$ cat config.mk
export PLATFORM = sky130hd
export DESIGN_NAME = ir_enc
export DESIGN_NICKNAME = d
export VERILOG_FILES = /design/src/rtl/rv32i_types.sv /design/src/rtl/ir_enc_fifo.sv /design/src/rtl/ir_enc.sv
export SDC_FILE = /design/constraint.sdc
export NUM_CORES = 1
export LEC_CHECK = 0
export BUFFER_PORTS_ARGS = -buffer_cell sky130_fd_sc_hd__buf_2
export CAP_MARGIN = 20
export CORE_ASPECT_RATIO = 0.7
export CORE_MARGIN = 10
export CORE_UTILIZATION = 50
export CTS_CLUSTER_DIAMETER = 30
export DETAILED_ROUTE_END_ITERATION = 16
export PLACE_DENSITY_LB_ADDON = 0.3
export REMOVE_ABC_BUFFERS = 1
export SYNTH_ARGS = -nofsm -noshare
export SYNTH_HDL_FRONTEND = slang
export SYNTH_HIERARCHICAL = 1
export SYNTH_SLANG_ARGS = --single-unit
$ cat constraint.sdc
create_clock -name clk -period 3.5 [get_ports clk]
set_input_delay 0.7 -clock clk [delete_from_list [all_inputs] [get_ports clk]]
set_output_delay 0.7 -clock clk [all_outputs]
set_load 0.01 [all_outputs]
$ cat src/rtl/rv32i_types.sv
// Shared RV32I encoding types: opcodes, instruction formats and the encoder's
// pipeline payload.
package rv32i_types;

  typedef enum logic [6:0] {
    op_lui   = 7'b0110111,
    op_auipc = 7'b0010111,
    op_jal   = 7'b1101111,
    op_jalr  = 7'b1100111,
    op_br    = 7'b1100011,
    op_load  = 7'b0000011,
    op_store = 7'b0100011,
    op_imm   = 7'b0010011,
    op_reg   = 7'b0110011,
    op_csr   = 7'b1110011
  } rv32i_opcode;

  typedef enum logic [2:0] {
    fmt_r, fmt_i, fmt_shift, fmt_s, fmt_b, fmt_u, fmt_j, fmt_bad
  } rv32i_format;

  // addi x0,x0,0 stands in for any request that fails its range check
  localparam logic [31:0] NOP_WORD = 32'h0000_0013;

  typedef struct packed {
    logic        err;
    logic [31:0] word;
  } enc_t;

endpackage

$ cat src/rtl/ir_enc_fifo.sv
// Synchronous FIFO with wrap-bit pointers; storage is left unreset, only the
// pointers clear.
module ir_enc_fifo #(
  parameter int DEPTH = 4,
  parameter int WIDTH = 33
) (
  input  logic             clk,
  input  logic             rst,
  input  logic             push,
  input  logic             pop,
  input  logic [WIDTH-1:0] wdata,
  output logic [WIDTH-1:0] rdata,
  output logic             full,
  output logic             empty
);

  localparam int AW = $clog2(DEPTH);

  logic [WIDTH-1:0] mem [DEPTH];
  logic [AW:0]      wptr;
  logic [AW:0]      rptr;

  assign empty = (wptr == rptr);
  assign full  = (wptr[AW] != rptr[AW]) && (wptr[AW-1:0] == rptr[AW-1:0]);
  assign rdata = mem[rptr[AW-1:0]];

  always_ff @(posedge clk) begin
    if (rst) begin
      wptr <= '0;
      rptr <= '0;
    end else begin
      if (push) wptr <= wptr + (AW+1)'(1);
      if (pop)  rptr <= rptr + (AW+1)'(1);
    end
  end

  // A push while full is only issued alongside a pop, so the slot being
  // overwritten is the head that is leaving this cycle.
  always_ff @(posedge clk) begin
    if (push) mem[wptr[AW-1:0]] <= wdata;
  end

endmodule

$ cat src/rtl/ir_enc.sv
// RV32I instruction encoder: one register stage of packing and range checking
// followed by an output FIFO that absorbs downstream backpressure.
module ir_enc import rv32i_types::*; #(
  parameter int FIFO_DEPTH = 4,
  parameter int CNT_W      = 16
) (
  input  logic             clk,
  input  logic             rst,
  input  logic             in_valid,
  output logic             in_ready,
  input  logic [6:0]       in_opcode,
  input  logic [2:0]       in_funct3,
  input  logic [6:0]       in_funct7,
  input  logic [4:0]       in_rd,
  input  logic [4:0]       in_rs1,
  input  logic [4:0]       in_rs2,
  input  logic [31:0]      in_imm,
  output logic             out_valid,
  input  logic             out_ready,
  output logic [31:0]      out_word,
  output logic             out_err,
  output logic [CNT_W-1:0] enc_count,
  output logic [CNT_W-1:0] err_count
);

  function automatic logic [CNT_W-1:0] sat_inc(input logic [CNT_W-1:0] c);
    return (&c) ? c : c + CNT_W'(1);
  endfunction

  function automatic enc_t encode(
    input logic [6:0]  opc,
    input logic [2:0]  f3,
    input logic [6:0]  f7,
    input logic [4:0]  rd,
    input logic [4:0]  rs1,
    input logic [4:0]  rs2,
    input logic [31:0] imm
  );
    rv32i_format fmt;
    enc_t        r;
    logic        ok;
    case (opc)
      op_reg:                    fmt = fmt_r;
      op_load, op_jalr, op_csr:  fmt = fmt_i;
      op_imm:                    fmt = (f3 == 3'b001 || f3 == 3'b101) ? fmt_shift : fmt_i;
      op_store:                  fmt = fmt_s;
      op_br:                     fmt = fmt_b;
      op_lui, op_auipc:          fmt = fmt_u;
      op_jal:                    fmt = fmt_j;
      default:                   fmt = fmt_bad;
    endcase
    r.word = NOP_WORD;
    ok     = 1'b0;
    case (fmt)
      fmt_r: begin
        r.word = {f7, rs2, rs1, f3, rd, opc};
        ok     = 1'b1;
      end
      fmt_i: begin
        r.word = {imm[11:0], rs1, f3, rd, opc};
        ok     = (&imm[31:11]) | ~(|imm[31:11]);
      end
      fmt_shift: begin
        r.word = {f7, imm[4:0], rs1, f3, rd, opc};
        ok     = ~(|imm[31:5]);
      end
      fmt_s: begin
        r.word = {imm[11:5], rs2, rs1, f3, imm[4:0], opc};
        ok     = (&imm[31:11]) | ~(|imm[31:11]);
      end
      fmt_b: begin
        r.word = {imm[12], imm[10:5], rs2, rs1, f3, imm[4:1], imm[11], opc};
        ok     = ((&imm[31:12]) | ~(|imm[31:12])) & ~imm[0];
      end
      fmt_u: begin
        r.word = {imm[31:12], rd, opc};
        ok     = ~(|imm[11:0]);
      end
      fmt_j: begin
        r.word = {imm[20], imm[10:1], imm[11], imm[19:12], rd, opc};
        ok     = ((&imm[31:20]) | ~(|imm[31:20])) & ~imm[0];
      end
      default: ok = 1'b0;
    endcase
    if (!ok) r.word = NOP_WORD;
    r.err = ~ok;
    return r;
  endfunction

  enc_t enc_p0;
  enc_t enc_p1;
  enc_t head;
  logic vld_p1;
  logic fifo_full;
  logic fifo_empty;
  logic pop;
  logic s1_adv;

  assign enc_p0 = encode(in_opcode, in_funct3, in_funct7, in_rd, in_rs1, in_rs2, in_imm);

  assign out_valid = ~fifo_empty;
  assign pop       = out_valid & out_ready;
  assign s1_adv    = vld_p1 & (~fifo_full | pop);
  assign in_ready  = ~vld_p1 | s1_adv;

  // ---- stage p0 -> p1: capture encoded word and error flag ----
  always_ff @(posedge clk) begin
    if (rst)           vld_p1 <= 1'b0;
    else if (in_ready) vld_p1 <= in_valid;
  end

  always_ff @(posedge clk) begin
    if (in_valid && in_ready) enc_p1 <= enc_p0;
  end

  // ---- stage p1 -> FIFO ----
  ir_enc_fifo #(
    .DEPTH (FIFO_DEPTH),
    .WIDTH ($bits(enc_t))
  ) u_fifo (
    .clk   (clk),
    .rst   (rst),
    .push  (s1_adv),
    .pop   (pop),
    .wdata (enc_p1),
    .rdata (head),
    .full  (fifo_full),
    .empty (fifo_empty)
  );

  assign out_word = head.word;
  assign out_err  = head.err;

  always_ff @(posedge clk) begin
    if (rst) begin
      enc_count <= '0;
      err_count <= '0;
    end else if (s1_adv) begin
      enc_count <= sat_inc(enc_count);
      if (enc_p1.err) err_count <= sat_inc(err_count);
    end
  end

endmodule

### Yosys cells after proc, flatten, opt, wreduce, memory -nomap -nowiden

Memories as Yosys holds them, arrays and structs flattened. A register that Yosys moved wholly into a read port is not among the register bits.
Cells that the tools add are included.

| cells by class | value |
|---|---|
| eq/ne operators | 21 |
| bitwise operators | 21 |
| add/sub/neg operators | 4 |
| reductions and logical operators | 19 |
| mux-type cells | 8 |

Operators with widths:

| kind | count |
|---|---|
| case mux 32 bit (7 select lines) | 1 |
| adder 16 x 1 -> 16 bit (second input constant) | 2 |
| AND reduction 16 bit | 2 |
| == test 7 bit (second input constant) | 4 |
| OR reduction 27 bit | 1 |
| OR reduction 12 bit | 2 |
| == test 7 x 6 -> 1 bit (second input constant) | 3 |
| case mux 3 bit (7 select lines) | 1 |
| AND reduction 21 bit | 1 |
| OR reduction 21 bit | 1 |
| AND reduction 20 bit | 1 |
| OR reduction 20 bit | 1 |
| == test 7 x 5 -> 1 bit (second input constant) | 2 |
| == test 3 bit (second input constant) | 4 |
| NOT 1 bit | 12 |
| AND reduction 12 bit | 1 |
| == test 7 x 2 -> 1 bit (second input constant) | 1 |
| adder 3 x 1 -> 3 bit (second input constant) | 2 |
| == test 3 x 1 -> 1 bit (second input constant) | 2 |
| == test 3 x 2 -> 1 bit (second input constant) | 2 |
| two-way mux 2 bit | 3 |
| case mux 1 bit (6 select lines) | 1 |
| OR 1 bit | 5 |
| AND 1 bit | 4 |
| other kinds (11) | 14 |

| storage, ports and cells | value |
|---|---|
| register bits after elaboration | 72 |
| word-level logic and storage cells | 81 |
| input bits | 68 |
| bits in writable memories | 132 |
| memories | 1 |

Memory list:

| name | words | width | rd ports | clocked after memory_dff | write ports | line | RTL |
|---|---|---|---|---|---|---|---|
| u_fifo.mem | 4 | 33 | 1 | 1 | 1 | ir_enc_fifo.sv:19 | `logic [WIDTH-1:0] mem [DEPTH];` |

### Longest topological paths before layout

| depth | value |
|---|---|
| word-level depth | 8 |
| depth in mapped cells | 11 |
| depth with buffers taken out | 10 |

### Modules after synthesis

The synthesis kept the hierarchy.

Modules (own cells, without submodules):

| module | area an instance (sq um) | times used | sequential area each (sq um) | cells an instance |
|---|---|---|---|---|
| ir_enc_fifo | 5207.5 | 1 | 4124.0 | 213 |
| ir_enc | 3520.9 | 1 | 1651.6 | 379 |

### Worst setup path before layout

OpenSTA, ideal clock, no wires.

| timing path | value |
|---|---|
| path type | register to register |
| start point | register u_fifo.wptr[0] |
| end point | register enc_p1[0] (netlist name), enable pin |
| setup slack | 459 ps |
| stages on the path, launching flop included | 6 |
| arrival time | 2597 ps |
| setup time | 443 ps |
| data required time | 3057 ps |
| period minus slack after synthesis | 3041 ps |
| cell sequence | dfxtp_1 > xor2_1 > nor3b_1 > inv_1 > nand2_1 > a31oi_1 |

| on the way | value |
|---|---|
| longest elaborated chain between the ends | 7 |

RTL lines:

| item | line | RTL |
|---|---|---|
| start: declaration | ir_enc_fifo.sv:20 | `logic [AW:0] wptr;` |
| start signal: assignment | ir_enc_fifo.sv:32 | `if (push) wptr <= wptr + (AW+1)'(1);` |
| == test 3 bit | ir_enc_fifo.sv:23 | `assign empty = (wptr == rptr);` |
| named net fifo_empty | ir_enc.sv:95 | `logic fifo_empty;` |
| NOT 1 bit | ir_enc.sv:101 | `assign out_valid = ~fifo_empty;` |
| named net out_valid | ir_enc.sv:18 | `output logic out_valid,` |
| AND 1 bit | ir_enc.sv:102 | `assign pop = out_valid & out_ready;` |
| OR 1 bit | ir_enc.sv:103 | `assign s1_adv = vld_p1 & (~fifo_full \| pop);` |
| AND 1 bit | ir_enc.sv:103 |  |
| OR 1 bit | ir_enc.sv:104 | `assign in_ready = ~vld_p1 \| s1_adv;` |
| logical AND 1 bit | ir_enc.sv:113 | `if (in_valid && in_ready) enc_p1 <= enc_p0;` |
| end signal: assignment | ir_enc.sv:113 |  |
| end: declaration | ir_enc.sv:91 | `enc_t enc_p1;` |

The timed path passes the listed nets, and every way through them passes these cells.
A chain may end at the register's enable or synchronous reset.

==> run_results.csv <==
group,metric,value,unit
route,drt_pass1_iterations,6,
sta,finalSetupViolCount,0,
finish,n_antenna_cell,0,
sta,tns,0,ps
synthesis,syn_area,8730,um2
route,drtAntennaViolNets,0,
clocking,ctsHoldBuffers,0,
placement,port_buffers,134,
synthesis,synthTopCellsByCount,"edfxtp_1, nor2_1, dfxtp_1",
route,drt_iter0_drc,489,
sta,finalHoldViolations,0,
setup_path,crit_arrival,2270,ps
synthesis,syn_area_per_cell,14.7,um2
finish,drive_above_1_share,31.4,%
placement,gp_congestion,0.906,
placement,dpl_worst_slack,554,ps
synthesis,ys_types,60,
sta,worst_slack,526,ps
route,wl,21000,um
die,initial_core_util,50.8,%
route,vias,5710,
placement,place_hpwl,14600,um
sta,post-route-min-period,2970,ps
status,status,"finished clean",
global_route,grt_usage,18.1,%
global_route,antenna_found_initial,0,
global_route,overflow,0,
synthesis,yosysMostFrequentCell,"edfxtp_1",
setup_path,worst_ep_required_time,2800,ps
global_route,grt_pass1_vias,5892,
synthesis,synth_top_area_share,56.8,%
synthesis,synth_ff_type,"edfxtp_1",
die,die_area,23200,um2
clocking,cts_buffer_depth,3,
route,drc,0,
global_route,grt_max_degree,41,
setup_path,crit_path_end_kind,"output port",
sta,fin_skew,21.7,ps
power,p_per_area,587,nW/um2
finish,area_delta_synth_final,22.0,%
clocking,cts_tree,"built",
clocking,cts.sinks,206,
die,io_pins,135,
setup_path,worstSetupPathType,"reg -> out",
clocking,htree_levels,1,
sta,grt_setup_unrepaired,"false",
clocking,clk-insertion-delay-late,540,ps
finish,fin_nets,818,
die,row_count,40,
power,p_leak,3.72,nW
sta,slew_viol_final,0,
synthesis,async_reset_ff_share,0,%
sta,relSlewSlack,29.5,%
clocking,clk_pin_slew_worst_paths,50,ps
clocking,post_cts_resized,0,
route,viasPerCell,5.72,
setup_path,path_max_fanout,15,
sta,period_share,85.0,%
synthesis,synthTopCellsByArea,"edfxtp_1, dfxtp_1, mux4_2",
synthesis,syn-instance-count,592,
route,wl_per_cell,21.1,um
setup_path,startpoint_type,"flip-flop",
clocking,post_cts_buffers,0,
die,die_x,178,um
clocking,cts_root_buffer,"clkbuf_16",
power,max-vdd-ir-drop,0.415,mV
die,dieHeight,131,um
synthesis,synth_top_cell_by_area,"edfxtp_1",
sta,tightest_slew,1060,ps
synthesis,synth_enable_flop_cells,165,
synthesis,ys_seq_area_share,66.2,%
die,coreArea,17200,um2
global_route,grt_pass1_wl,32800,um
job,maxCapViolations,0,
clocking,cts_buffers,30,
sta,fmax,336,MHz
hold_path,hold_class,"in -> reg",
finish,fin_util,62.1,%
synthesis,yosys_warnings,6,
synthesis,ys_ff_latch,206,
## path summary, 6_finish.rpt
| check | startpoint | endpoint | slack, ps | cells past startpoint |
|---|---|---|---|---|
| min reg2reg | enc_p1[3]$_SDFFCE_PN0P_ | u_fifo/mem[1][3]$_DFFE_PP_ | 490 | 0 |
| max | flip-flop | out_word[28] | 530 | 3 |
| min | in_valid | vld_p1$_SDFFE_PP0N_ | 470 | 3 |
| max reg2reg | u_fifo/wptr[0]$_SDFFE_PP0P_ | u_fifo/mem[2][5]$_DFFE_PP_ | 570 | 9 |
## power breakdown
group	total, mW	switching [mW]	internal (mW)
clock network	2.96	1.10	1.86
registers	2.77	0.0569	2.72
logic	0.520	0.281	0.239
## layer usage
layer	GRT usage, %	routed length (um)	vias up
met4	4.45	390	0
met5	0	0	-
met1	23.2	8770	2846
li1	-	-	2624
met3	3.47	1380	32
met2	31.4	10500	208
## per-stage QoR
stage                     total power, mW  hold slack [ps]  std cells  cell area (um2)
final                                6.26              474        998            10700
after global routing                 6.48              477        998            10700
after CTS                            6.32              451        998            10700
after detailed placement             3.35              484        942             9630
after global placement               3.34              467        942             9630
after floorplan                      3.10              459        565             8550
## layout make-up
class	instances	area (um2)
clock buffers	33	783
clock inverters	23	241
well taps	231	289
multi-input cells	344	2730
inverters	15	56.3
fillers	1266	6510
repair buffers	146	773
flip-flops and latches	206	5780
## placed cells by master (no fill, tap or decap), types with 3 or more instances in the layout
master,instances
edfxtp_1,165
buf_2,134
nor2_1,61
dfxtp_1,40
clkbuf_16,31
mux4_2,30
nand2_1,24
a21oi_1,22
nand3_1,18
xnor2_1,18
nand4_1,17
o21ai_0,14
inv_1,14
a22oi_1,13
a222oi_1,12
nor3_1,11
buf_4,11
xor2_1,10
nor4_1,9
and2_1,8
or3_1,8
ha_1,7
clkinvlp_4,6
nor2b_1,5
or4_1,5
clkinv_2,5
and3_1,4
nor3b_1,4
nand3b_1,4
nand2b_1,3
mux2i_1,3
bufinv_16,3
inv_6,3
mux4_1,3
## cells by family (layout without fill, tap and decap cells)
group                      count (synthesis)  in the layout  share of synthesized area (%)
DFF                                      206            206                           66.2
and+or+nand+nor                          188            188                           11.2
AOI/OAI and AO/OA                         83             83                           7.01
buffers and inverters                     43            217                           2.74
muxes                                     36             36                           8.99
xor gates and xnor gates                  28             28                           2.81
adders and majority gates                  7              7                           1.00
other                                      1              2                         0.0430
## state kept, by name (all words and copies together), names as in the netlist, named ones only
signal / cells
u_fifo/mem: 132
enc_p1: 33
enc_count: 16
err_count: 16
u_fifo/rptr: 3
u_fifo/wptr: 3
vld_p1: 1
## critical path, cell delays in order (launching register included)
cell	delay, ps
dfxtp_2	590
buf_4	380
mux4_1	600
buf_2	170
(Power assumes the default switching activity.)
